$ cat config.mk
export PLATFORM = sky130hd
export DESIGN_NAME = riscv_muldiv_unit
export DESIGN_NICKNAME = d
export VERILOG_FILES = /design/src/rtl/riscv_muldiv_unit.sv
export SDC_FILE = /design/constraint.sdc
export NUM_CORES = 1
export LEC_CHECK = 0
export BUFFER_PORTS_ARGS = -buffer_cell sky130_fd_sc_hd__buf_2
export CELL_PAD_IN_SITES_DETAIL_PLACEMENT = 1
export CELL_PAD_IN_SITES_GLOBAL_PLACEMENT = 2
export CORE_MARGIN = 4
export CORE_UTILIZATION = 41
export DETAILED_ROUTE_END_ITERATION = 8
export HOLD_SLACK_MARGIN = 0.06
export PLACE_DENSITY_LB_ADDON = 0.1
export SLEW_MARGIN = 20
export SYNTH_ARGS = -nofsm -noshare
export SYNTH_HDL_FRONTEND = slang
export SYNTH_SLANG_ARGS = --single-unit
$ cat constraint.sdc
create_clock -name clk -period 29.9 [get_ports clk]
set_input_delay 5.98 -clock clk [delete_from_list [all_inputs] [get_ports clk]]
set_output_delay 5.98 -clock clk [all_outputs]
set_load 0.005 [all_outputs]
$ cat src/rtl/riscv_muldiv_unit.sv
// riscv_muldiv_unit: iterative RV32M/RV64M multiply/divide unit (shift-add multiply, restoring divide).
// Define MULDIV_EARLY_OUT_EN to end a multiply once the remaining multiplier magnitude is zero.
module riscv_muldiv_unit #(
   parameter int XLEN  = 32,
   parameter int TAG_W = 5
) (
   input  logic             clk,
   input  logic             reset,
   input  logic             flush,
   input  logic             in_valid,
   output logic             in_ready,
   input  logic [2:0]       func3,
   input  logic [XLEN-1:0]  op_a,
   input  logic [XLEN-1:0]  op_b,
   input  logic [TAG_W-1:0] in_tag,
   output logic             out_valid,
   input  logic             out_ready,
   output logic [XLEN-1:0]  result,
   output logic [TAG_W-1:0] out_tag,
   output logic             busy
);
   localparam int CW = $clog2(XLEN);
   typedef enum logic [1:0] {IDLE, CALC, DONE} state_t;
   state_t state;
   logic [2:0] f3;
   logic neg, rneg;
   logic [CW-1:0] cnt;
   logic [2*XLEN-1:0] acc, mc, acc_n, prod;
   logic [XLEN-1:0] mp, mp_n, quo, rem, trial, res_n, fast_res, ma, mb;
   logic is_div, sa, sb, a_neg, b_neg, div_zero, ovf, mul_zero, fast, ge, last;
   assign in_ready = state == IDLE;
   assign busy     = state != IDLE;
   assign is_div   = func3[2];
   assign sa       = is_div ? !func3[0] : func3[1] ^ func3[0];
   assign sb       = is_div ? !func3[0] : func3[1:0] == 2'b01;
   assign a_neg    = sa & op_a[XLEN-1];
   assign b_neg    = sb & op_b[XLEN-1];
   assign ma       = a_neg ? -op_a : op_a;
   assign mb       = b_neg ? -op_b : op_b;
   assign div_zero = is_div && op_b == '0;
   assign ovf      = is_div && !func3[0] && op_a == {1'b1, {(XLEN-1){1'b0}}} && op_b == '1;
   // The overflow quotient is the most-negative dividend itself
   assign fast_res = div_zero ? (func3[1] ? op_a : '1) : ovf ? (func3[1] ? '0 : op_a) : '0;
   assign fast     = div_zero | ovf | mul_zero;
   // Restoring divide: acc holds {partial remainder, dividend bits shifting into quotient}
   assign ge       = acc[2*XLEN-1:XLEN-1] >= {1'b0, mc[XLEN-1:0]};
   assign trial    = acc[2*XLEN-2:XLEN-1] - mc[XLEN-1:0];
   assign acc_n    = f3[2] ? (ge ? {trial, acc[XLEN-2:0], 1'b1} : {acc[2*XLEN-2:0], 1'b0})
                           : acc + (mp[0] ? mc : '0);
   assign mp_n     = mp >> 1;
   assign prod     = neg ? -acc_n : acc_n;
   assign quo      = neg ? -acc_n[XLEN-1:0] : acc_n[XLEN-1:0];
   assign rem      = rneg ? -acc_n[2*XLEN-1:XLEN] : acc_n[2*XLEN-1:XLEN];
   assign res_n    = f3[2] ? (f3[1] ? rem : quo) : (f3[1:0] == 2'b00 ? prod[XLEN-1:0] : prod[2*XLEN-1:XLEN]);
`ifdef MULDIV_EARLY_OUT_EN
   assign mul_zero = !is_div && op_b == '0;
   assign last     = cnt == CW'(XLEN-1) || (!f3[2] && mp_n == '0);
`else
   assign mul_zero = 1'b0;
   assign last     = cnt == CW'(XLEN-1);
`endif
   always_ff @(posedge clk) begin
      if (reset || flush) begin
         state     <= IDLE;
         out_valid <= 1'b0;
         if (reset) begin
            result  <= '0;
            out_tag <= '0;
         end
      end else begin
         case (state)
            IDLE: if (in_valid) begin
               f3        <= func3;
               out_tag   <= in_tag;
               neg       <= a_neg ^ b_neg;
               rneg      <= a_neg;
               cnt       <= '0;
               mp        <= mb;
               mc        <= {{XLEN{1'b0}}, is_div ? mb : ma};
               acc       <= is_div ? {{XLEN{1'b0}}, ma} : '0;
               result    <= fast_res;
               out_valid <= fast;
               state     <= fast ? DONE : CALC;
            end
            CALC: begin
               acc <= acc_n;
               mc  <= f3[2] ? mc : mc << 1;
               mp  <= mp_n;
               cnt <= cnt + 1'b1;
               if (last) begin
                  result    <= res_n;
                  out_valid <= 1'b1;
                  state     <= DONE;
               end
            end
            DONE: if (out_ready) begin
               out_valid <= 1'b0;
               state     <= IDLE;
            end
            default: state <= IDLE;
         endcase
      end
   end
endmodule

==> qor.txt <==
Outcome: complete, no violations
Seq pwr share: 0.346
Crit path depth: 15
Gr ovfl total: 0
FF-to-FF setup slack: 22.24 ns
Worst reg2reg startpoint: mp[0]$_DFFE_PP_
Post-CTS Hold Buffers: 0
Clock Path Buffers: 3
Worst hold margin: 0.515 ns
Mapped Area: 22300 um^2
Ranking of synthesized cells by area: edfxtp_1 28%, ha_1 6.0%, a21oi_1 5.5%
Max_cap viols: 0
Share of cells above drive strength 1: 0.104
Core area: 53800 um^2
Area share of the largest cell type after synthesis: 0.279
WL/cell: 30.3 um
Total CTS buffers: 29
H-tree level count: 1
Maximum vdd drop: 0.0000482 V
Port buffer count: 116
Combinational power share: 0.311
Synth Flop Type: edfxtp_1
RSZ-0062 raised after global routing: no
Slew Viols, Final: 0
Largest net degree at the start of global routing: 94
Worst path required time: 30.38 ns
Detailed Place HPWL: 85.0 mm
CP cell instances: buf_2, or4_1, nor4_1, nand2b_1, or3_1, or2_2, nor3_1, and4b_1, a21oi_1, nor3_1, buf_4, o21ai_0, o21ai_0, or3b_2, o21a_1
Internal: 647 uW
Worst Setup Path Type: in -> reg
CP max-delay cell: nor3_1
Vias in the first global route: 23200
RR Endpoint: result[20]$_SDFFCE_PP0P_
Most numerous cell in the Yosys netlist: nand2_1
Mean post-synth cell area: 7.99 um^2
Final Power: 1.04 mW
CTS sink count: 210
PostCTS Resize Cnt: 0
Met1 Routed Length: 46.4 mm
Mapped Nets: 2974
Clock Latency Late Sink: 0.60 ns
Postcts setup bufs: 0
Layout area overhead: 8.95%
Number of synthesized register bits: 210
Crit path from: op_b[11]
Mean number of vias per cell: 6.72
Cell taking the most area after synthesis: edfxtp_1
RePlAce Congestion: 0.954
Post-synthesis cell count: 2788
Global-route wire length before repair: 156 mm
CTS tree: built
Drt first pass iters: 6
Initial antenna violation count: 2
Routed wl met2: 46.1 mm
Switching Fraction: 0.376
Buf/Inv on CP: 2
Cell variety after synth: 108
R2R depth: 16
Top sig layer: met4
Sink of the worst hold path: out_valid$_SDFFE_PP0P_
Nets: 2984
Switching pwr: 389 uW
Worst Path Max Fanout: 7
Chip height: 241 um
Drt total wl: 107 mm
Yosys warns: 0
Post-synth EDFFs: 207
Num rows: 85
Die footprint: 58100 um^2
Ports: 117
Top Family by Delay on Critical Path: simple AND/OR/NAND/NOR gates
CP max stage delay: 0.62 ns
Min cycle time layout: 9.69 ns
Final hold violations: 0
Met3 routed WL: 9.26 mm
Leakage: 8.96 nW
Post-synth top cells: 264 x nand2_1, 246 x a21oi_1, 243 x nor2_1
Setup TNS: 0 ns
# DRC: 0
Arrival time at the worst endpoint: 10.16 ns
Sequential area share after synthesis: 0.282
PD cells: 42.7 nW/um^2
Finish-stage setup viols: 0
DR iter-0 viols: 2617
CP Launch Type: input pin
Routed Antenna Nets: 0
Clock Skew: 0.0167 ns
Max Fclk: 103 MHz
HP Class: reg -> reg
CP Capture Type: flop
Hold path startpoint: out_valid$_SDFFE_PP0P_
GR Util All Layers: 0.357
FFs w/ async S/R, synth: 0
Clock Power Share: 0.343
Root buffer cell: clkbuf_16
Starting density of the core: 0.414
Die span in x: 241 um
FILL cells: 6545
Worst-path clk slew: 0.06 ns
Worst hold path cell count: 2
Via total after detailed routing: 23600
Tightest Pin Transition: 1.24 ns
Fin crit share: 0.324
Max-slew headroom: 0.164
## layer usage
metal  up-vias  GRT usage
li1      10500          -
met1     11900      0.507
met2      1110      0.545
met3       191     0.0630
met4         0      0.135
met5         -          0
## layout make-up
type / count / area (um^2) / area share
clock buffer: 31 / 733 / 0.0302
antenna: 2 / 5.00 / 0.000206
inverter: 68 / 255 / 0.0105
timing repair buffer: 150 / 836 / 0.0344
tap: 696 / 871 / 0.0359
clock inverter: 23 / 211 / 0.00871
sequential: 210 / 6280 / 0.259
multi-input combinational: 2339 / 15100 / 0.621
## flip-flops by register name (all words and copies together), names as in the netlist
signal / count
mp: 32
acc: 64
out_tag: 5
neg: 1
rneg: 1
mc: 64
state: 2
f3: 3
out_valid: 1
cnt: 5
result: 32
## cell usage in the layout, fill, tap and decap left out, types with 34 or more instances in the layout
cell,count
ha_1,106
xor2_1,73
nor2_1,243
nand4_1,78
a211oi_1,35
nor3_1,84
a21o_1,38
xnor2_1,95
mux2i_1,54
buf_2,116
buf_4,34
edfxtp_1,207
o21ai_0,231
a21oi_1,245
inv_1,66
and2_1,128
nand3_1,47
nand2_1,264
## power groups by stage
stage	Combinational (mW)	Clock (mW)	Sequential, mW
after floorplan	0.191	0	0.358
after global placement	0.305	0	0.363
after detailed placement	0.311	0	0.363
after CTS	0.313	0.358	0.358
after global routing	0.342	0.370	0.359
final	0.323	0.355	0.358
## stage by stage
step	std cells	setup slack [ns]	cell area, um^2	utilization
finish	3519	20.21	24300	0.451
floorplan	2788	16.20	22300	-
CTS	3517	20.24	24300	0.451
global route	3517	19.72	24300	0.451
detailed placement	3463	19.64	23300	0.433
global placement	3463	19.77	23300	0.433
## worst reg2reg max path, stage by stage, from the launching register on
cell	delay [ns]
edfxtp_1	0.60
buf_4	0.53
and2_1	0.26
ha_1	0.32
a21oi_2	0.38
o211ai_1	0.25
a21boi_0	0.40
o221ai_1	0.53
a41oi_1	0.69
xor2_1	0.27
mux2i_1	0.26
or3_1	0.56
or4_1	0.78
nor3_1	0.43
mux2_2	0.37
o21ai_0	0.59
a21oi_1	0.15
## logic make-up after synthesis
kind of cell,Yosys count,synth area share
DFF,210,0.282
buffers and inverters,239,0.0433
muxes,65,0.0298
AOI/OAI and AO/OA,909,0.267
and+or+nand+nor,1088,0.250
xor gates and xnor gates,168,0.0661
adders and majority gates,109,0.0619
## how the worst max path moves through the flow
stage | end | slack [ns]
3_5_place_dp | result[26]$_SDFFCE_PP0P_ | 19.64
4_1_cts | result[26]$_SDFFCE_PP0P_ | 20.24
3_3_place_gp | result[26]$_SDFFCE_PP0P_ | 19.77
2_1_floorplan | mc[0]$_SDFFCE_PP0P_ | 16.20
6_report | result[26]$_SDFFCE_PP0P_ | 20.21
5_1_grt | result[26]$_SDFFCE_PP0P_ | 19.72
Power figures use the tool's default switching activity.
